### config.mk
export PLATFORM = sky130hd
export DESIGN_NAME = operand_feeder
export DESIGN_NICKNAME = d
export VERILOG_FILES = /design/src/rtl/feeder_pkg.sv /design/src/rtl/byte_fifo.sv /design/src/rtl/operand_feeder.sv
export SDC_FILE = /design/constraint.sdc
export NUM_CORES = 1
export LEC_CHECK = 0
export ABC_AREA = 1
export ABC_CLOCK_PERIOD_IN_PS = 6150
export CAP_MARGIN = 40
export CORE_UTILIZATION = 59
export DETAILED_ROUTE_END_ITERATION = 10
export PLACE_DENSITY = 0.89
export SYNTH_ARGS = -nofsm -noshare
export SYNTH_HDL_FRONTEND = slang
export SYNTH_SLANG_ARGS = --single-unit
### constraint.sdc
create_clock -name clk -period 6.15 [get_ports clk]
set_input_delay 1.23 -clock clk [delete_from_list [all_inputs] [get_ports clk]]
set_output_delay 1.23 -clock clk [all_outputs]
set_load 0.02 [all_outputs]
### src/rtl/feeder_pkg.sv
// Shared types and default sizing for the operand feeder and its byte FIFO.
package feeder_pkg;

    typedef enum logic [2:0] {IDLE, ISSUE, GAP, WAIT, FIN} feeder_state_t;

    localparam int DEF_WIDTH   = 8;
    localparam int DEF_DEPTH   = 4;
    localparam int DEF_GROUP   = 3;
    localparam int DEF_GAP     = 0;
    localparam int DEF_TIMEOUT = 16;

endpackage

### src/rtl/byte_fifo.sv
// Small synchronous FIFO with combinational head data and occupancy count.
module byte_fifo #(
    parameter int WIDTH = 8,
    parameter int DEPTH = 4
) (
    input  logic                       clk,
    input  logic                       reset,
    input  logic                       push_i,
    input  logic                       pop_i,
    input  logic [WIDTH-1:0]           wdata_i,
    output logic [WIDTH-1:0]           head_o,
    output logic                       full_o,
    output logic                       empty_o,
    output logic [$clog2(DEPTH+1)-1:0] level_o
);
    localparam int AW = $clog2(DEPTH);
    localparam int LW = $clog2(DEPTH+1);

    logic [WIDTH-1:0] mem_q [DEPTH];
    logic [AW-1:0]    wr_ptr_q;
    logic [AW-1:0]    rd_ptr_q;
    logic [LW-1:0]    level_q;
    logic             do_push;
    logic             do_pop;

    assign full_o  = (level_q == LW'(DEPTH));
    assign empty_o = (level_q == '0);
    assign head_o  = mem_q[rd_ptr_q];
    assign level_o = level_q;
    assign do_push = push_i && !full_o;
    assign do_pop  = pop_i && !empty_o;

    // Storage carries no reset; an empty FIFO never exposes its contents.
    always_ff @(posedge clk) begin
        if (do_push) begin
            mem_q[wr_ptr_q] <= wdata_i;
        end
    end

    always_ff @(posedge clk or posedge reset) begin
        if (reset) begin
            wr_ptr_q <= '0;
            rd_ptr_q <= '0;
            level_q  <= '0;
        end else begin
            if (do_push) wr_ptr_q <= wr_ptr_q + 1'b1;
            if (do_pop)  rd_ptr_q <= rd_ptr_q + 1'b1;
            case ({do_push, do_pop})
                2'b10:   level_q <= level_q + 1'b1;
                2'b01:   level_q <= level_q - 1'b1;
                default: level_q <= level_q;
            endcase
        end
    end

endmodule

### src/rtl/operand_feeder.sv
// Frame sequencer: buffers source bytes and issues GROUP put strobes per start,
// then waits (bounded) for the accumulator's done flag.
//   state | meaning
//   IDLE  | no frame; start begins one
//   ISSUE | issue a put whenever the FIFO holds a byte
//   GAP   | idle spacing between consecutive puts
//   WAIT  | all puts issued, waiting for acc_done with timeout
//   FIN   | emit the frame_done pulse
module operand_feeder #(
    parameter int WIDTH   = feeder_pkg::DEF_WIDTH,
    parameter int DEPTH   = feeder_pkg::DEF_DEPTH,
    parameter int GROUP   = feeder_pkg::DEF_GROUP,
    parameter int GAP     = feeder_pkg::DEF_GAP,
    parameter int TIMEOUT = feeder_pkg::DEF_TIMEOUT
) (
    input  logic                       clk,
    input  logic                       reset,
    input  logic                       in_valid,
    input  logic [WIDTH-1:0]           in_data,
    output logic                       in_ready,
    input  logic                       start,
    input  logic                       acc_done,
    output logic                       put,
    output logic [WIDTH-1:0]           value,
    output logic                       busy,
    output logic                       frame_done,
    output logic [$clog2(GROUP+1)-1:0] issued,
    output logic [$clog2(DEPTH+1)-1:0] level,
    output logic                       err
);
    localparam int IW = $clog2(GROUP+1);
    localparam int GW = (GAP > 1) ? $clog2(GAP) : 1;
    localparam int TW = (TIMEOUT > 1) ? $clog2(TIMEOUT) : 1;

    feeder_pkg::feeder_state_t state_q, state_d;
    logic [IW-1:0]    issued_q, issued_d;
    logic [GW-1:0]    gap_cnt_q, gap_cnt_d;
    logic [TW-1:0]    tmr_q, tmr_d;
    logic             put_q, put_d;
    logic [WIDTH-1:0] value_q, value_d;
    logic             frame_done_q, frame_done_d;
    logic             err_q, err_d;
    logic             pop;
    logic             fifo_full;
    logic             fifo_empty;
    logic [WIDTH-1:0] fifo_head;

    byte_fifo #(.WIDTH(WIDTH), .DEPTH(DEPTH)) u_fifo (
        .clk     (clk),
        .reset   (reset),
        .push_i  (in_valid),
        .pop_i   (pop),
        .wdata_i (in_data),
        .head_o  (fifo_head),
        .full_o  (fifo_full),
        .empty_o (fifo_empty),
        .level_o (level)
    );

    always_ff @(posedge clk or posedge reset) begin
        if (reset) begin
            state_q      <= feeder_pkg::IDLE;
            issued_q     <= '0;
            gap_cnt_q    <= '0;
            tmr_q        <= '0;
            put_q        <= 1'b0;
            value_q      <= '0;
            frame_done_q <= 1'b0;
            err_q        <= 1'b0;
        end else begin
            state_q      <= state_d;
            issued_q     <= issued_d;
            gap_cnt_q    <= gap_cnt_d;
            tmr_q        <= tmr_d;
            put_q        <= put_d;
            value_q      <= value_d;
            frame_done_q <= frame_done_d;
            err_q        <= err_d;
        end
    end

    always_comb begin
        state_d      = state_q;
        issued_d     = issued_q;
        gap_cnt_d    = gap_cnt_q;
        tmr_d        = tmr_q;
        put_d        = 1'b0;
        value_d      = value_q;
        frame_done_d = 1'b0;
        err_d        = err_q;
        pop          = 1'b0;

        // A start that lands on any non-idle cycle, including the one leaving FIN, is dropped.
        if (start && state_q != feeder_pkg::IDLE) err_d = 1'b1;

        unique case (state_q)
            feeder_pkg::IDLE: begin
                if (start) begin
                    state_d  = feeder_pkg::ISSUE;
                    issued_d = '0;
                end
            end
            feeder_pkg::ISSUE: begin
                if (!fifo_empty) begin
                    put_d    = 1'b1;
                    value_d  = fifo_head;
                    pop      = 1'b1;
                    issued_d = issued_q + 1'b1;
                    if (issued_q == IW'(GROUP - 1)) begin
                        state_d = feeder_pkg::WAIT;
                        tmr_d   = TW'(TIMEOUT - 1);
                    end else if (GAP > 0) begin
                        state_d   = feeder_pkg::GAP;
                        gap_cnt_d = GW'(GAP - 1);
                    end
                end
            end
            feeder_pkg::GAP: begin
                if (gap_cnt_q == '0) state_d = feeder_pkg::ISSUE;
                else                 gap_cnt_d = gap_cnt_q - 1'b1;
            end
            feeder_pkg::WAIT: begin
                if (acc_done) begin
                    state_d = feeder_pkg::FIN;
                end else if (tmr_q == '0) begin
                    err_d   = 1'b1;
                    state_d = feeder_pkg::IDLE;
                end else begin
                    tmr_d = tmr_q - 1'b1;
                end
            end
            feeder_pkg::FIN: begin
                frame_done_d = 1'b1;
                state_d      = feeder_pkg::IDLE;
            end
            default: state_d = feeder_pkg::IDLE;
        endcase
    end

    assign in_ready   = !fifo_full;
    assign put        = put_q;
    assign value      = value_q;
    assign busy       = (state_q != feeder_pkg::IDLE);
    assign frame_done = frame_done_q;
    assign issued     = issued_q;
    assign err        = err_q;

endmodule

## Word-level counts from Yosys, hierarchy flattened

Memories as Yosys holds them, arrays and structs flattened. A register that Yosys moved wholly into a read port is not among the register bits.
Cells that the tools add are included.

| storage, ports and cells | value |
|---|---|
| register bits after elaboration | 20 |
| bits in writable memories | 32 |
| input port bits | 13 |
| output and inout bits | 18 |
| word-level logic and storage cells | 76 |
| memories kept | 1 |

Memories:

| name | words | bits a word | read ports | clocked after memory_dff | write ports | line | source |
|---|---|---|---|---|---|---|---|
| u_fifo.mem_q | 4 | 8 | 1 | 1 | 1 | byte_fifo.sv:19 | `logic [WIDTH-1:0] mem_q [DEPTH];` |

| cells by class | value |
|---|---|
| $add $sub $neg | 7 |
| eq/ne operators | 15 |
| multiplexer cells | 26 |
| bitwise operators | 1 |
| reduce and logical (&&, ||, !) cells | 16 |

Operators with widths:

| cell | number |
|---|---|
| 2-to-1 mux 3 bit | 6 |
| 2-to-1 mux 4 bit | 4 |
| != test 2 bit, second input constant | 6 |
| one-hot mux 3 bit (4 select lines) | 1 |
| 2-to-1 mux 1 bit | 10 |
| AND reduction 5 bit | 2 |
| one-hot mux 4 bit (2 select lines) | 1 |
| adder 2 x 1 -> 2 bit, second input constant | 3 |
| equality test 3 x 2 -> 1 bit, second input constant | 2 |
| equality test 3 bit, second input constant | 2 |
| zero test 3 bit | 2 |
| one-hot mux 3 bit (2 select lines) | 1 |
| nonzero test 2 bit | 3 |
| equality test 2 bit, second input constant | 2 |
| zero test 4 bit | 1 |
| 2-to-1 mux 2 bit | 2 |
| one-hot mux 2 bit (2 select lines) | 1 |
| subtractor 4 x 1 -> 4 bit, second input constant | 1 |
| adder 3 x 1 -> 3 bit, second input constant | 1 |
| equality test 3 x 1 -> 1 bit, second input constant | 1 |
| logical AND 1 bit | 3 |
| != test 3 bit, second input constant | 1 |
| AND reduction 3 bit | 1 |
| nonzero test 3 bit | 1 |
| other kinds (6) | 7 |

## Longest topological paths before layout

Gate-level depths: netlist of the first run.

| logic depth | value |
|---|---|
| depth in word-level cells | 6 |
| gate-level depth with buffers | 11 |
| gate-level depth less buffers | 10 |

## Hierarchy

From an unflattened synthesis of the first run, not the netlist that was laid out.

| second synthesis, totals | value |
|---|---|
| cell total of the unflattened synthesis | 271 |
| area total of the unflattened synthesis | 2716.4 µm² |

By module, submodules not included:

| module | instances | cells each | area each (µm²) | seq. area each (µm²) |
|---|---|---|---|---|
| byte_fifo | 1 | 155 | 1755.4 | 1136.1 |
| operand_feeder | 1 | 116 | 960.9 | 500.5 |

## Worst setup path before layout of the first run

Ideal clock, no wire load.

| timing path | value |
|---|---|
| kind | input -> register |
| from | input in_valid |
| to | register u_fifo.level_q[2], in the netlist u_fifo.level_o[2] |
| library setup time | 0.131 ns |
| arrival time | 2.363 ns |
| data required time | 6.019 ns |
| setup slack | 3.656 ns |
| stages | 7 |
| path buffers | 0 |
| cells stage by stage | nand2_1 ha_1 inv_1 fa_1 a21oi_1 o21ai_0 xor2_1 |

| on the way | value |
|---|---|
| longest elaborated chain between the ends | 3 |
| elaborated cells between the ends (all ways) | 5 |
| classes of those cells | eq/ne: 2; mux: 1; reduce/logical: 2 |

RTL lines:

| item | line | source |
|---|---|---|
| start, declared | operand_feeder.sv:18 | `input logic in_valid,` |
| logical AND 1 bit * | byte_fifo.sv:30 | `assign do_push = push_i && !full_o;` |
| equality test 2 x 1 -> 1 bit / equality test 2 bit (equally long branches) | byte_fifo.sv:48 | `case ({do_push, do_pop})` |
| one-hot mux 3 bit (2 select lines) / nonzero test 2 bit (equally long branches) | - |  |
| end signal, assigned | byte_fifo.sv:49 | `2'b10: level_q <= level_q + 1'b1;` |
| end signal, assigned | byte_fifo.sv:50 | `2'b01: level_q <= level_q - 1'b1;` |
| end signal, assigned | byte_fifo.sv:51 | `default: level_q <= level_q;` |
| end, declared | byte_fifo.sv:22 | `logic [LW-1:0] level_q;` |

Every way passes the cells marked *; elsewhere a longest branch is shown, timed or not.
A chain may end at the register's enable or synchronous reset.

## Final worst setup path of the first run

| timing path | value |
|---|---|
| from | register state_q[1] |
| to | output busy |

| on the way | value |
|---|---|
| longest elaborated chain between the ends | 1 |

RTL lines:

| item | line | source |
|---|---|---|
| start, declared | operand_feeder.sv:35 | `feeder_pkg::feeder_state_t state_q, state_d;` |
| start signal, assigned | operand_feeder.sv:62 | `state_q <= feeder_pkg::IDLE;` |
| start signal, assigned | operand_feeder.sv:71 | `state_q <= state_d;` |
| nonzero test 3 bit | operand_feeder.sv:143 | `assign busy = (state_q != feeder_pkg::IDLE);` |
| end, declared | operand_feeder.sv:25 | `output logic busy,` |

Every way passes these cells.

==> results of run 1 <==
[placed cells by master (no fill, tap or decap), drive strengths merged]
cell           instances
nor2                  64
edfxtp                32
clkdlybuf4s50         30
dfrtp                 27
inv                   26
nand2                 24
o21ai                 23
nand3                 13
clkbuf                11
a31oi                  8
ha                     7
clkinv                 5
xor2                   3
a21oi                  3
nand3b                 1
xnor2                  1
nor3                   1
o211ai                 1
fa                     1
buf                    1
[state kept, by name, summed over array words and instances, names as in the netlist, 2 cells and up]
| register | flops |
|---|---|
| issued | 2 |
| state_q | 3 |
| tmr_q | 4 |
| u_fifo.level_o | 3 |
| u_fifo.mem_q | 32 |
| u_fifo.rd_ptr_q | 2 |
| u_fifo.wr_ptr_q | 2 |
| value | 8 |
[routing by layer]
metal	part of all wire, %	GRT usage (%)
met3	5.6	7.667
met4	1.6	11.98
met2	51	43.07
met5	0	0
met1	42	27.71
[worst max path at each step]
stage / startpoint / endpoint / slack, ps / cells after the start
final: state_q[1] / busy / 3330 / 3
after global routing: state_q[1] / busy / 3250 / 3
after CTS: state_q[1] / busy / 3320 / 3
after detailed placement: in_valid / u_fifo.level_o[2] / 3110 / 8
after global placement: in_valid / u_fifo.level_o[2] / 3170 / 8
after floorplan: in_valid / u_fifo.level_o[2] / 3660 / 7
[kinds of logic after synthesis]
family                   synth area share (%)
AO/OA/AOI/OAI                           7.339
XOR/XNOR                                1.370
adder cells (fa/ha/maj)                 4.207
buffers and inverters                   5.381
flip-flops                              63.99
AND/OR/NAND/NOR                         17.71
[power breakdown]
| part | switching [mW] | internal, mW |
|---|---|---|
| Combinational | 0.418 | 0.274 |
| Sequential | 0.100 | 0.553 |
| Clock | 0.148 | 0.155 |
| Total | 0.666 | 0.982 |
[per-stage QoR]
step	power [mW]	setup WS (ps)	cell area (um2)	util (%)	std cells
2_1_floorplan	1.141	3656	2557	-	240
3_3_place_gp	1.313	3168	2880	70.48	315
3_5_place_dp	1.353	3114	2908	71.16	316
4_1_cts	1.660	3323	3078	75.32	332
5_1_grt	1.780	3253	3078	75.32	332
6_report	1.649	3332	3078	75.32	332
[cells in the mapped netlist]
cell | count | share of area (%)
sky130_fd_sc_hd__nand2_1 | 24 | 3.5
sky130_fd_sc_hd__ha_1 | 7 | 3.4
sky130_fd_sc_hd__o21ai_1 | 1 | 0.20
sky130_fd_sc_hd__o21ai_0 | 22 | 4.3
sky130_fd_sc_hd__clkbuf_2 | 1 | 0.20
sky130_fd_sc_hd__nor2_2 | 6 | 1.5
sky130_fd_sc_hd__nor2_1 | 56 | 8.2
sky130_fd_sc_hd__nor2_4 | 2 | 0.88
sky130_fd_sc_hd__o211ai_1 | 1 | 0.29
sky130_fd_sc_hd__a21oi_1 | 3 | 0.59
sky130_fd_sc_hd__nand3_2 | 3 | 1.2
sky130_fd_sc_hd__a31oi_1 | 8 | 2.0
sky130_fd_sc_hd__dfrtp_1 | 27 | 26
sky130_fd_sc_hd__xor2_1 | 3 | 1.0
sky130_fd_sc_hd__buf_6 | 2 | 0.88
sky130_fd_sc_hd__edfxtp_1 | 32 | 38
sky130_fd_sc_hd__nand3b_1 | 1 | 0.29
sky130_fd_sc_hd__xnor2_1 | 1 | 0.34
sky130_fd_sc_hd__inv_2 | 4 | 0.59
sky130_fd_sc_hd__inv_1 | 22 | 3.2
sky130_fd_sc_hd__fa_1 | 1 | 0.78
sky130_fd_sc_hd__buf_4 | 1 | 0.29
sky130_fd_sc_hd__nand3_1 | 10 | 2.0
sky130_fd_sc_hd__buf_2 | 1 | 0.20
sky130_fd_sc_hd__nor3_1 | 1 | 0.20
[final cells by class]
cell class | instances | area share [%]
sequential | 59 | 53.17
multi-input combinational | 150 | 25.45
timing repair buffer | 31 | 10.65
clock buffer | 11 | 4.594
inverter | 26 | 3.171
tap | 50 | 2.033
clock inverter | 5 | 0.9350
[worst reg2reg max path: stages (launching register included)]
cell and delay [ps]:
sky130_fd_sc_hd__dfrtp_1 430, sky130_fd_sc_hd__inv_2 130, sky130_fd_sc_hd__nand3_2 120, sky130_fd_sc_hd__nor2_4 420
sky130_fd_sc_hd__ha_1 220, sky130_fd_sc_hd__inv_1 70, sky130_fd_sc_hd__fa_1 380, sky130_fd_sc_hd__a21oi_1 140
sky130_fd_sc_hd__o21ai_0 110, sky130_fd_sc_hd__xor2_1 150
==> flow_summary.rst, run 1 <==
.. list-table::
   :header-rows: 1

   * - Metric
     - Value
   * - Status
     - finished clean
   * - Maximum clock skew at final layout
     - 8.028 ps
   * - Clock-pin transition on the worst setup and hold timing paths
     - 70 ps
   * - Sum of negative setup slack
     - 0 ps
   * - Hold crit path type
     - flop to flop
   * - Worst relative slew slack
     - 45.63%
   * - CORE AREA
     - 4086 um2
   * - Global-route wire length before repair
     - 7769 um
   * - Die area
     - 4602 um2
   * - Clock insertion delay at the later pin of the skew report
     - 340 ps
   * - Fraction of layout cells with a size suffix above 1
     - 10.99%
   * - Number of synthesis warnings
     - 0
   * - Worst slew pin tran
     - 812.5 ps
   * - Initial standard-cell utilization of the core
     - 62.58%
   * - Area occupied by registers
     - 1637 um2
   * - Data arrival time at the worst-slack endpoint
     - 1590 ps
   * - Worst setup path class
     - flop to output port
   * - R2R Path End
     - u_fifo.level_o[2]
   * - Average vias per placed instance
     - 5.319
   * - Standby leakage power
     - 1.277 nW
   * - Start point of the worst min-delay path
     - err
   * - Number of antenna violations at the first check in global routing
     - 0
   * - Unrepaired setup endpoints after global routing
     - no
   * - Data required time of the critical path
     - 4920 ps
   * - # IOs
     - 31
   * - Die width
     - 67.84 um
   * - Cells along the critical path
     - inv_2 -> nand3_1 -> clkdlybuf4s50_1
   * - Count of routing violations after the opening detailed-route iteration
     - 83
   * - Total of flip-flops plus latches after synthesis
     - 59
   * - Level count of the clock H-tree
     - 3
   * - Y dimension of the die
     - 67.84 um
   * - Via count of the first global-routing pass
     - 1767
   * - Post-Synthesis Cells
     - 240
   * - Hold EP
     - err
   * - GRT Util Overall
     - 24.85%
   * - Sinks on the clock net
     - 59
   * - Routability Congestion
     - 0.7625
   * - Maximum VDD drop
     - 327.3 uV
   * - Fraction of the cycle the final worst path needs
     - 45.82%
   * - Number of distinct library cells after synthesis
     - 25
   * - Final Max Tran Viols
     - 0
   * - Minimum setup slack among reg-to-reg paths
     - 3850 ps
   * - Family with the most delay on the worst path
     - buffers and inverters
   * - Total via count in the routed design
     - 1766
   * - Longest individual stage delay on the worst path
     - 610 ps
   * - Detailed-route wire length per cell
     - 14.42 um
   * - Worst reg2reg path depth
     - 9
   * - Combined area of the multi-input logic cells
     - 783.3 um2
   * - CTS tree
     - yes
   * - Largest fanout on the critical path
     - 6
   * - Final nets
     - 298
   * - Number of placement rows
     - 23
   * - Syn_area_per_cell
     - 10.66 um2
   * - Pin count of the biggest net entering global routing
     - 22
   * - Final hold violation count
     - 0
   * - Signed area change from the synthesized netlist to the final layout
     - 20.35%
   * - Number of fill cells in the layout
     - 286
   * - Max Fclk
     - 354.9 MHz
   * - Count of cells along the worst hold path
     - 2
   * - Number of buffers and inverters on the critical path
     - 2
   * - Buffer depth of the longest clock path
     - 2
   * - Final Routed Wirelength
     - 4789 um
   * - Gr ovfl total
     - 0
   * - Element type at the critical path end
     - output port
   * - Post-synthesis sequential area ratio
     - 63.99%
   * - Reg-to-reg critical path startpoint
     - state_q[1]
   * - CTS buffer count
     - 9
   * - Library cell contributing the largest single delay on the critical path
     - sky130_fd_sc_hd__clkdlybuf4s50_1
   * - Iteration count of the initial detailed-routing pass
     - 5
   * - CTS Hold Bufs
     - 0
   * - Netlist Area Pre-Place
     - 2557 um2
   * - Final Critical Period
     - 2818 ps
   * - Ant. Diodes
     - 0
   * - Post-route worst hold slack
     - 484.1 ps
   * - CP startpoint kind
     - flop
   * - Post-CTS Setup Bufs
     - 0
   * - Final count of negative-setup-slack endpoints
     - 0
   * - Post-synth net total
     - 261
   * - Post-route DRC violation count
     - 0
   * - Dpl hpwl
     - 3206 um
   * - Power density over the cells
     - 535.6 nW/um2
   * - Port Buf Inserts
     - 30
   * - CTS-repair resized insts
     - 0
   * - MaxCap Viol Count
     - 0
   * - Post-route ant nets
     - 0
   * - Root buffer cell
     - sky130_fd_sc_hd__clkbuf_8
Note: power is estimated with default switching activity, not from simulation.
==> run 2, diff against run 1 <==
--- a/config.mk
+++ b/config.mk
@@ -6,11 +6,11 @@
 export NUM_CORES = 1
 export LEC_CHECK = 0
 export ABC_AREA = 1
-export ABC_CLOCK_PERIOD_IN_PS = 6150
+export ABC_CLOCK_PERIOD_IN_PS = 2300
 export CAP_MARGIN = 40
-export CORE_UTILIZATION = 59
+export CORE_UTILIZATION = 49
 export DETAILED_ROUTE_END_ITERATION = 10
-export PLACE_DENSITY = 0.89
+export PLACE_DENSITY = 0.79
 export SYNTH_ARGS = -nofsm -noshare
 export SYNTH_HDL_FRONTEND = slang
 export SYNTH_SLANG_ARGS = --single-unit
==> constraint.sdc (replaced) <==
create_clock -name clk -period 2.3 [get_ports clk]
set_input_delay 0.46 -clock clk [delete_from_list [all_inputs] [get_ports clk]]
set_output_delay 0.46 -clock clk [all_outputs]
set_load 0.02 [all_outputs]
==> run 2 against run 1 <==
Compared with the run above: global-route usage shrank 5.8 points; combinational power grew to 2.7 times the previous value; register-to-register slack got worse by 3500 ps; worst hold slack got worse by 16 ps; non-clock buffer count up 6; total power grew to 2.8 times the previous value; first-iteration DRC count decreased by 1.2%; clock power increased to 3.1 times the previous value; critical path type unchanged; flip-flop and latch count unchanged; largest power group unchanged; worst setup slack worse by 3100 ps; via count is 0.34% higher.
==> flow_summary.rst, run 2 (synthesized netlist as in run 1, its figures left out) <==
.. list-table::
   :header-rows: 1

   * - Metric
     - Value
   * - Via count of the first global-routing pass
     - 1702 (was 1767)
   * - Data arrival time at the worst-slack endpoint
     - 1620 ps (was 1590 ps)
   * - Worst setup path class
     - flop to output port (unchanged)
   * - Count of routing violations after the opening detailed-route iteration
     - 82 (was 83)
   * - CTS-repair resized insts
     - 0 (unchanged)
   * - Final Critical Period
     - 2082 ps
   * - Global-route wire length before repair
     - 7383 um (was 7769 um)
   * - Initial standard-cell utilization of the core
     - 52.41% (was 62.58%)
   * - Average vias per placed instance
     - 4.992 (was 5.319)
   * - CORE AREA
     - 4880 um2 (was 4086 um2)
   * - Fraction of the cycle the final worst path needs
     - 90.51%
   * - Pwr Total
     - 4.569 mW (was 1.649 mW)
   * - Worst relative slew slack
     - 61.50% (was 45.63%)
   * - Hold crit path type
     - input port to asynchronous set/reset pin (was flop to flop)
   * - Post-route ant nets
     - 0 (unchanged)
   * - Worst slew pin tran
     - 577.5 ps (was 812.5 ps)
   * - Port Buf Inserts
     - 30 (unchanged)
   * - Final Max Tran Viols
     - 0 (unchanged)
   * - Maximum VDD drop
     - 712.9 uV (was 327.3 uV)
   * - Iteration count of the initial detailed-routing pass
     - 5 (unchanged)
   * - CP startpoint kind
     - flop (unchanged)
   * - Worst reg2reg path depth
     - 9 (unchanged)
   * - GRT Util Overall
     - 19.03% (was 24.85%)
   * - Gr ovfl total
     - 0 (unchanged)
   * - Routability Congestion
     - 0.8262 (was 0.7625)
   * - Sum of negative setup slack
     - 0 ps (unchanged)
   * - # IOs
     - 31 (unchanged)
   * - Clock-pin transition on the worst setup and hold timing paths
     - 70 ps (about the same)
   * - Standby leakage power
     - 1.307 nW (was 1.277 nW)
   * - Die width
     - 74.25 um (was 67.84 um)
   * - Y dimension of the die
     - 74.25 um (was 67.84 um)
   * - Root buffer cell
     - sky130_fd_sc_hd__clkbuf_8 (unchanged)
   * - Final nets
     - 304 (was 298)
   * - Buffer depth of the longest clock path
     - 2 (unchanged)
   * - Number of fill cells in the layout
     - 409 (was 286)
   * - Post-route worst hold slack
     - 467.7 ps (was 484.1 ps)
   * - Most common cell after layout, fill and taps aside
     - sky130_fd_sc_hd__nor2_1 (unchanged)
   * - Largest register by flop count
     - u_fifo.mem_q (unchanged)
   * - Maximum clock skew at final layout
     - 8.112 ps (was 8.028 ps)
   * - Final hold violation count
     - 0 (unchanged)
   * - Number of antenna violations at the first check in global routing
     - 0 (unchanged)
   * - Number of placement rows
     - 25 (was 23)
   * - Final core occ
     - 64.67% (was 75.32%)
   * - Sinks on the clock net
     - 59 (unchanged)
   * - CTS buffer count
     - 9 (unchanged)
   * - Max Fclk
     - 480.4 MHz
   * - Ant. Diodes
     - 0 (unchanged)
   * - Data required time of the critical path
     - 1840 ps (was 4920 ps)
   * - Element type at the critical path end
     - output port (unchanged)
   * - Signed area change from the synthesized netlist to the final layout
     - 23.39% (was 20.35%)
   * - Total via count in the routed design
     - 1772 (was 1766)
   * - Minimum setup slack among reg-to-reg paths
     - 340 ps (was 3850 ps)
   * - Fraction of layout cells with a size suffix above 1
     - 13.19% (was 10.99%)
   * - Level count of the clock H-tree
     - 3 (unchanged)
   * - CTS tree
     - yes (unchanged)
   * - Detailed-route wire length per cell
     - 12.89 um (was 14.42 um)
   * - Flip-flop count of the largest register, all copies and words added
     - 32 (unchanged)
   * - Post-CTS Setup Bufs
     - 0 (unchanged)
   * - Reg-to-reg critical path startpoint
     - state_q[1] (unchanged)
   * - Most frequent cells in the layout
     - sky130_fd_sc_hd__nor2_1, sky130_fd_sc_hd__edfxtp_1, sky130_fd_sc_hd__clkdlybuf4s50_1, sky130_fd_sc_hd__dfrtp_1, sky130_fd_sc_hd__nand2_1 (unchanged)
   * - Die area
     - 5512 um2 (was 4602 um2)
   * - CTS Hold Bufs
     - 0 (unchanged)
   * - Final count of negative-setup-slack endpoints
     - 0 (unchanged)
   * - Power density over the cells
     - 1448 nW/um2 (was 535.6 nW/um2)
   * - Unrepaired setup endpoints after global routing
     - no (unchanged)
   * - Pin count of the biggest net entering global routing
     - 28 (was 22)
   * - Status
     - finished clean (unchanged)
   * - Dpl hpwl
     - 3048 um (was 3206 um)
   * - Final Routed Wirelength
     - 4577 um (was 4789 um)
   * - R2R Path End
     - u_fifo.level_o[2] (unchanged)
   * - Post-route DRC violation count
     - 0 (unchanged)
   * - MaxCap Viol Count
     - 0 (unchanged)
   * - Clock insertion delay at the later pin of the skew report
     - 340 ps (about the same)
   * - Largest fanout on the critical path
     - 6 (unchanged)
   * - Launch point of the critical path
     - state_q[1] (unchanged)
[run 2: area by class of cell]
| cell class | instances | area, um2 | share of cell area, % |
|---|---|---|---|
| Inverter | 26 | 97.59 | 3.093 |
| Timing Repair Buffer | 37 | 352.8 | 11.18 |
| Sequential cell | 59 | 1637 | 51.86 |
| Tap cell | 67 | 83.83 | 2.657 |
| Clock inverter | 7 | 77.57 | 2.458 |
| Multi-Input combinational cell | 150 | 783.3 | 24.82 |
| Clock buffer | 9 | 123.9 | 3.925 |
[run 2: report_power, final]
| group | switching, mW | internal, mW | total [mW] |
|---|---|---|---|
| combinational | 1.11 | 0.778 | 1.89 |
| sequential | 0.261 | 1.48 | 1.74 |
| clock | 0.435 | 0.506 | 0.941 |
| total | 1.81 | 2.76 | 4.57 |
[run 2: worst max-delay path: stages (launching register included)]
cell and delay, ps:
sky130_fd_sc_hd__dfrtp_1 430, sky130_fd_sc_hd__inv_2 100, sky130_fd_sc_hd__nand3_1 130, sky130_fd_sc_hd__clkdlybuf4s50_1 620
[run 2: per-stage QoR]
| step | setup WS, ps | std cells | instance area [um2] |
|---|---|---|---|
| after floorplan | 175.1 | 240 | 2557 |
| after global placement | 277.4 | 339 | 2954 |
| after detailed placement | 223.7 | 339 | 2954 |
| after CTS | 208.8 | 355 | 3156 |
| after global routing | 142.8 | 355 | 3156 |
| final | 218.4 | 355 | 3156 |
[run 2: how the worst max path moves through the flow]
| stage | end | cells after the start | slack, ps |
|---|---|---|---|
| after detailed placement | u_fifo.level_o[2] | 8 | 220 |
| after global routing | busy | 3 | 140 |
| after floorplan | u_fifo.level_o[2] | 11 | 180 |
| after CTS | busy | 3 | 210 |
| final | busy | 3 | 220 |
| after global placement | u_fifo.level_o[2] | 8 | 280 |
[run 2: per-layer routing]
layer,global-route usage (%),routed length (um),up-vias
met5,0,0,-
met4,6.289,67,0
met3,6.911,252,8
met2,33.13,2316,40
met1,21.88,1941,845
li1,-,-,879
